==> config.mk <==
export PLATFORM = sky130hd
export DESIGN_NAME = score_display_ctrl
export DESIGN_NICKNAME = d
export VERILOG_FILES = /design/src/rtl/score_pkg.sv /design/src/rtl/bcd2_counter.sv /design/src/rtl/score_display_ctrl.sv
export SDC_FILE = /design/constraint.sdc
export NUM_CORES = 1
export LEC_CHECK = 0
export ABC_AREA = 1
export CELL_PAD_IN_SITES_DETAIL_PLACEMENT = 0
export CELL_PAD_IN_SITES_GLOBAL_PLACEMENT = 1
export CORE_ASPECT_RATIO = 0.6
export CORE_MARGIN = 4
export CORE_UTILIZATION = 40
export CTS_CLUSTER_SIZE = 16
export DETAILED_ROUTE_END_ITERATION = 16
export DONT_BUFFER_PORTS = 1
export PLACE_DENSITY_LB_ADDON = 0.1
export SLEW_MARGIN = 5
export SYNTH_ARGS = -nofsm -noshare
export SYNTH_HDL_FRONTEND = slang
export SYNTH_SLANG_ARGS = --single-unit
==> constraint.sdc <==
create_clock -name clk -period 2.8 [get_ports clk]
set_clock_uncertainty 0.05 [all_clocks]
set_input_delay 0.28 -clock clk [delete_from_list [all_inputs] [get_ports clk]]
set_output_delay 0.28 -clock clk [all_outputs]
set_load 0.05 [all_outputs]
==> src/rtl/score_pkg.sv <==
// Shared encodings for the score display controller: FSM states, side codes, blank digit
// and BCD helpers.
package score_pkg;

  typedef enum logic [1:0] {StIdle, StPlay, StOver} state_e;

  typedef enum logic {SideLeft = 1'b0, SideRight = 1'b1} side_e;

  localparam logic [3:0] BLANK = 4'hF;

  function automatic logic [6:0] bcd_value(input logic [3:0] tens, input logic [3:0] units);
    return 7'(tens) * 7'd10 + 7'(units);
  endfunction

  // Leading-zero blanking for a tens digit.
  function automatic logic [3:0] tens_disp(input logic [3:0] tens);
    return (tens == 4'd0) ? BLANK : tens;
  endfunction

endpackage

==> src/rtl/bcd2_counter.sv <==
// Two-digit BCD score counter with synchronous clear and increment, saturating at 99.
// The next-state digits are exported so the display can register them on the same edge.
module bcd2_counter (
  input  logic       clk,
  input  logic       rst,
  input  logic       clr,
  input  logic       inc,
  output logic [3:0] tens,
  output logic [3:0] units,
  output logic [3:0] tens_nxt,
  output logic [3:0] units_nxt
);

  logic [3:0] tens_q, units_q;

  always_comb begin
    tens_nxt  = tens_q;
    units_nxt = units_q;
    if (clr) begin
      tens_nxt  = 4'd0;
      units_nxt = 4'd0;
    end else if (inc && !(tens_q == 4'd9 && units_q == 4'd9)) begin
      if (units_q == 4'd9) begin
        units_nxt = 4'd0;
        tens_nxt  = tens_q + 4'd1;
      end else begin
        units_nxt = units_q + 4'd1;
      end
    end
  end

  always_ff @(posedge clk or negedge rst) begin
    if (!rst) begin
      tens_q  <= 4'd0;
      units_q <= 4'd0;
    end else begin
      tens_q  <= tens_nxt;
      units_q <= units_nxt;
    end
  end

  assign tens  = tens_q;
  assign units = units_q;

endmodule

==> src/rtl/score_display_ctrl.sv <==
// Two-player score keeper: arbitrates point pulses, runs the IDLE/PLAY/OVER game FSM and
// drives four registered BCD digits, blinking the winner's score once the game is over.
module score_display_ctrl
  import score_pkg::*;
#(
  parameter int unsigned WIN_SCORE  = 11,
  parameter int unsigned BLINK_BITS = 24
) (
  input  logic       clk,
  input  logic       rst,
  input  logic       start,
  input  logic       p1_point,
  input  logic       p2_point,
  output logic [3:0] dig3,
  output logic [3:0] dig2,
  output logic [3:0] dig1,
  output logic [3:0] dig0,
  output logic       game_over,
  output logic       winner
);

  localparam logic [6:0] WinM1 = 7'(WIN_SCORE - 1);

  state_e                state_q, state_d;
  side_e                 last_q, last_d;
  side_e                 winner_q, winner_d;
  logic                  pend_l_q, pend_l_d, pend_r_q, pend_r_d;
  logic [BLINK_BITS-1:0] blink_q, blink_d;
  logic                  game_over_q;
  logic [3:0]            dig3_q, dig2_q, dig1_q, dig0_q;
  logic [3:0]            dig3_d, dig2_d, dig1_d, dig0_d;

  logic       req_l, req_r, grant_l, grant_r, win;
  logic [3:0] l_tens, l_units, l_tens_nxt, l_units_nxt;
  logic [3:0] r_tens, r_units, r_tens_nxt, r_units_nxt;

  bcd2_counter u_left (
    .clk       (clk),
    .rst       (rst),
    .clr       (start),
    .inc       (grant_l),
    .tens      (l_tens),
    .units     (l_units),
    .tens_nxt  (l_tens_nxt),
    .units_nxt (l_units_nxt)
  );

  bcd2_counter u_right (
    .clk       (clk),
    .rst       (rst),
    .clr       (start),
    .inc       (grant_r),
    .tens      (r_tens),
    .units     (r_units),
    .tens_nxt  (r_tens_nxt),
    .units_nxt (r_units_nxt)
  );

  // Arbitration: one grant per cycle, ties go to the side not granted last.
  always_comb begin
    req_l    = p1_point | pend_l_q;
    req_r    = p2_point | pend_r_q;
    grant_l  = 1'b0;
    grant_r  = 1'b0;
    pend_l_d = pend_l_q;
    pend_r_d = pend_r_q;
    last_d   = last_q;
    if (state_q != StPlay || start) begin
      pend_l_d = 1'b0;
      pend_r_d = 1'b0;
    end else begin
      if (req_l && req_r) begin
        if (last_q == SideRight) begin
          grant_l  = 1'b1;
          pend_r_d = 1'b1;
        end else begin
          grant_r  = 1'b1;
          pend_l_d = 1'b1;
        end
      end else if (req_l) begin
        grant_l = 1'b1;
      end else if (req_r) begin
        grant_r = 1'b1;
      end
      if (grant_l) begin
        pend_l_d = 1'b0;
        last_d   = SideLeft;
      end
      if (grant_r) begin
        pend_r_d = 1'b0;
        last_d   = SideRight;
      end
    end
    win = (grant_l && bcd_value(l_tens, l_units) == WinM1) ||
          (grant_r && bcd_value(r_tens, r_units) == WinM1);
    if (win) begin
      pend_l_d = 1'b0;
      pend_r_d = 1'b0;
    end
  end

  always_ff @(posedge clk or negedge rst) begin
    if (!rst) begin
      state_q <= StIdle;
    end else begin
      state_q <= state_d;
    end
  end

  always_comb begin
    state_d  = state_q;
    winner_d = winner_q;
    unique case (state_q)
      StIdle: if (start) state_d = StPlay;
      StPlay: begin
        if (!start && win) begin
          state_d  = StOver;
          winner_d = grant_r ? SideRight : SideLeft;
        end
      end
      StOver: if (start) state_d = StPlay;
      default: state_d = StIdle;
    endcase
    if (state_d == StOver) begin
      blink_d = (state_q == StOver) ? blink_q + BLINK_BITS'(1) : '0;
    end else begin
      blink_d = '0;
    end
  end

  // Digits are built from next-state values so a grant shows up on the very next edge.
  always_comb begin
    dig3_d = BLANK;
    dig2_d = BLANK;
    dig1_d = BLANK;
    dig0_d = BLANK;
    if (state_d != StIdle) begin
      dig3_d = tens_disp(l_tens_nxt);
      dig2_d = l_units_nxt;
      dig1_d = tens_disp(r_tens_nxt);
      dig0_d = r_units_nxt;
      if (state_d == StOver && blink_d[BLINK_BITS-1]) begin
        if (winner_d == SideLeft) begin
          dig3_d = BLANK;
          dig2_d = BLANK;
        end else begin
          dig1_d = BLANK;
          dig0_d = BLANK;
        end
      end
    end
  end

  always_ff @(posedge clk or negedge rst) begin
    if (!rst) begin
      last_q      <= SideRight;
      winner_q    <= SideLeft;
      pend_l_q    <= 1'b0;
      pend_r_q    <= 1'b0;
      blink_q     <= '0;
      game_over_q <= 1'b0;
      dig3_q      <= BLANK;
      dig2_q      <= BLANK;
      dig1_q      <= BLANK;
      dig0_q      <= BLANK;
    end else begin
      last_q      <= last_d;
      winner_q    <= winner_d;
      pend_l_q    <= pend_l_d;
      pend_r_q    <= pend_r_d;
      blink_q     <= blink_d;
      game_over_q <= (state_d == StOver);
      dig3_q      <= dig3_d;
      dig2_q      <= dig2_d;
      dig1_q      <= dig1_d;
      dig0_q      <= dig0_d;
    end
  end

  assign dig3      = dig3_q;
  assign dig2      = dig2_q;
  assign dig1      = dig1_q;
  assign dig0      = dig0_q;
  assign game_over = game_over_q;
  assign winner    = winner_q;

endmodule
==> results.sh <==
export IMPL_status="finished, final reports clean"
export IMPL_dp_hpwl_um=6930
export IMPL_fmax_mhz=388
export IMPL_fin_setup_tns_ns=0
export IMPL_final_nets=549
export IMPL_worst_path_buf_inv=2
export IMPL_syn_cell_area_sq_um=3840
export IMPL_netlist_top_cells_area="dfrtp_1 (30%), nand2_1 (12%), dfstp_2 (12%), inv_1 (8.8%), nand3_1 (7.4%)"
export IMPL_dieWidth_um=135
export IMPL_endpoint_kind="register"
export IMPL_synthToLayoutAreaGrowth_pct=13.7
export IMPL_seq_area_sq_um=1600
export IMPL_postCtsSetupBuffers=0
export IMPL_layout_setup_ws_ns=0.223
export IMPL_hold_path_class="in2reg"
export IMPL_cpMostUsedCell="nand2_1"
export IMPL_start_util=0.415
export IMPL_hold_violations=0
export IMPL_synth_top_cell_by_area="dfrtp_1"
export IMPL_setup_viol=0
export IMPL_crit_path_top_delay_cell="dfrtp_1"
export IMPL_cts_htree_levels=3
export IMPL_dieArea_sq_um=11300
export IMPL_cts_tree="built"
export IMPL_dp_cells=640
export IMPL_antenna_found_initial=0
export IMPL_worst_pin_slew_ns=0.526
export IMPL_period_share=0.920
export IMPL_drive_gt1_frac=0.129
export IMPL_first_iter_violations=250
export IMPL_first_global_vias=3003
export IMPL_clock_sinks=63
export IMPL_clockBufferDepth=2
export IMPL_drt_wirelength_per_cell_um=14.0
export IMPL_synth_seq_cells=63
export IMPL_critPathTopFamily="adder cells"
export IMPL_rsz0062_at_grt="false"
export IMPL_num_vias=3230
export IMPL_nFillCells=948
export IMPL_final_cells=658
export IMPL_clk_pin_slew_ns=0.06
export IMPL_numCtsBuffers=9
export IMPL_final_common_cell="nand2_1"
export IMPL_synthCells=510
export IMPL_p_per_area_nw_per_um2=689
export IMPL_grt_max_degree=64
export IMPL_ys_warn_count=0
export IMPL_routed_wl_um=9210
export IMPL_critical_path_arrival_ns=2.79
export IMPL_cp_max_fo=16
export IMPL_finalMaxSlewViolations=0
export IMPL_core_sq_um=9260
export IMPL_cp_cell_sequence="ha_1 -> ha_1 -> inv_1 -> fa_1 -> inv_1 -> nand2_1 -> nand2_1 -> nand2_1 -> nand3_2 -> nand2_2 -> nor2_2 -> nand3_4 -> nand3_1"
export IMPL_layout_common_cells="nand2_1 (123), inv_1 (90), nand3_1 (57)"
export IMPL_syn_avg_cell_area_sq_um=7.54
export IMPL_cts_root_buf="clkbuf_16"
export IMPL_final_util=0.472
export IMPL_grt_pass1_wl_um=15500
export IMPL_maxCapViolations=0
export IMPL_gp_congestion=0.851
export IMPL_drc=0
export IMPL_ios=23
export IMPL_crit_type="reg2reg"
export IMPL_drt_pass1_iter_count=5
export IMPL_yosys_area_top_type_share=0.299
export IMPL_syn_nets=536
export IMPL_vdd_drop_max_mv=0.404
export IMPL_finalCriticalPeriod_ns=2.58
export IMPL_num_rows=27
export IMPL_overflow=0
export IMPL_clk_latency_ns=0.33
export IMPL_multi_input_area_sq_um=1870
export IMPL_yosys_cell_types_count=35
export IMPL_cpPeakStageDelay_ns=0.46
export IMPL_total_power_w=0.00301
export IMPL_portBuffers=0
export IMPL_ys_seq_area_frac=0.416
export IMPL_place_ws_ns=0.219
export IMPL_slew_headroom=0.649
export IMPL_p_leak_nw=2.28
export IMPL_die_h_um=83.9
export IMPL_cp_required_ns=3.01
export IMPL_n_antenna_cell=0
export IMPL_avgViaCountPerCell=4.91
export IMPL_grt_usage=0.174
export IMPL_start_kind="register"
export IMPL_antenna_left=0
-- flip-flops by register name, indices dropped and copies added, names as in the netlist --
name / count
blink_q: 24
dig0: 4
dig1: 4
dig2: 4
dig3: 4
u_left.tens: 4
u_left.units: 4
u_right.tens: 4
u_right.units: 4
state_q: 2
game_over: 1
last_q: 1
pend_l_q: 1
pend_r_q: 1
winner: 1
-- synthesized netlist by cell type, drive strengths merged --
master and instances:
a211oi 1, a21boi 1, a21oi 14, a311oi 1, buf 3, clkbuf 1, dfrtp 46, dfstp 17
fa 4, ha 17, inv 93, nand2 130, nand3 63, nand3b 6, nand4 6, nor2 66
nor3 11, nor3b 1, nor4 1, o21ai 18, o221ai 1, or2 2, xnor2 2, xor2 5
-- worst reg2reg max path: cells and delay by family (launching register included) --
family / cells / cell delay, ns
flip-flops: 1 / 0.46
buffers and inverters: 2 / 0.13
AND/OR/NAND/NOR: 8 / 0.90
adder cells (fa/ha/maj): 3 / 0.98
-- power breakdown --
part / internal (W) / switching (W) / total, W
Sequential: 0.00107 / 0.000322 / 0.00140
Combinational: 0.000142 / 0.000272 / 0.000414
Clock: 0.000780 / 0.000421 / 0.00120
Total: 0.00200 / 0.00102 / 0.00301
-- metrics by stage --
stage | hold WS (ns) | area (sq um)
finish | 0.0728 | 4370
global placement | -0.0638 | 4010
global route | 0.0802 | 4370
detailed placement | -0.0633 | 4010
CTS | 0.0626 | 4370
floorplan | -0.0656 | 3840
-- final cells by class --
type                    instances  area share
repair buffers                  6      0.0155
clock inverters                 7      0.0223
inverters                      93      0.0799
clock buffers                   9      0.0515
flip-flops and latches         63       0.366
multi-input cells             350       0.428
well taps                     130      0.0372
-- metal layers --
layer / part of all wire / global-route usage
met1: 0.54 / 0.265
met4: 0.011 / 0.0453
met2: 0.37 / 0.234
met5: 0 / 0
met3: 0.071 / 0.0548
-- logic make-up after synthesis --
group                    count (synthesis)  synth area share
AO/OA/AOI/OAI                           36            0.0501
XOR/XNOR                                 7            0.0160
adder cells (fa/ha/maj)                 21            0.0762
buffers and inverters                   97            0.0977
flip-flops                              63             0.416
AND/OR/NAND/NOR                        286             0.344
-- timing repair --
item,in CTS,in global routing
hold buffers,2,0
gates resized for setup,0,0
setup endpoints to repair,0,0
endpoints found under the hold margin,63,0
-- path summary, 6_finish.rpt --
kind / from / end / slack (ns) / depth (start not counted)
worst min register to register: blink_q[0] / blink_q[0] / 0.43 / 1
worst max register to register: u_left.tens[1] / dig3[1] / 0.22 / 13
worst max-delay path: u_left.tens[1] / dig3[1] / 0.22 / 13
min in group asynchronous: rst / u_left.tens[3] / 0.44 / 2
max in group asynchronous: rst / dig0[1] / 1.92 / 2
worst min-delay path: start / u_right.units[0] / 0.07 / 3
Power figures use the tool's default switching activity.
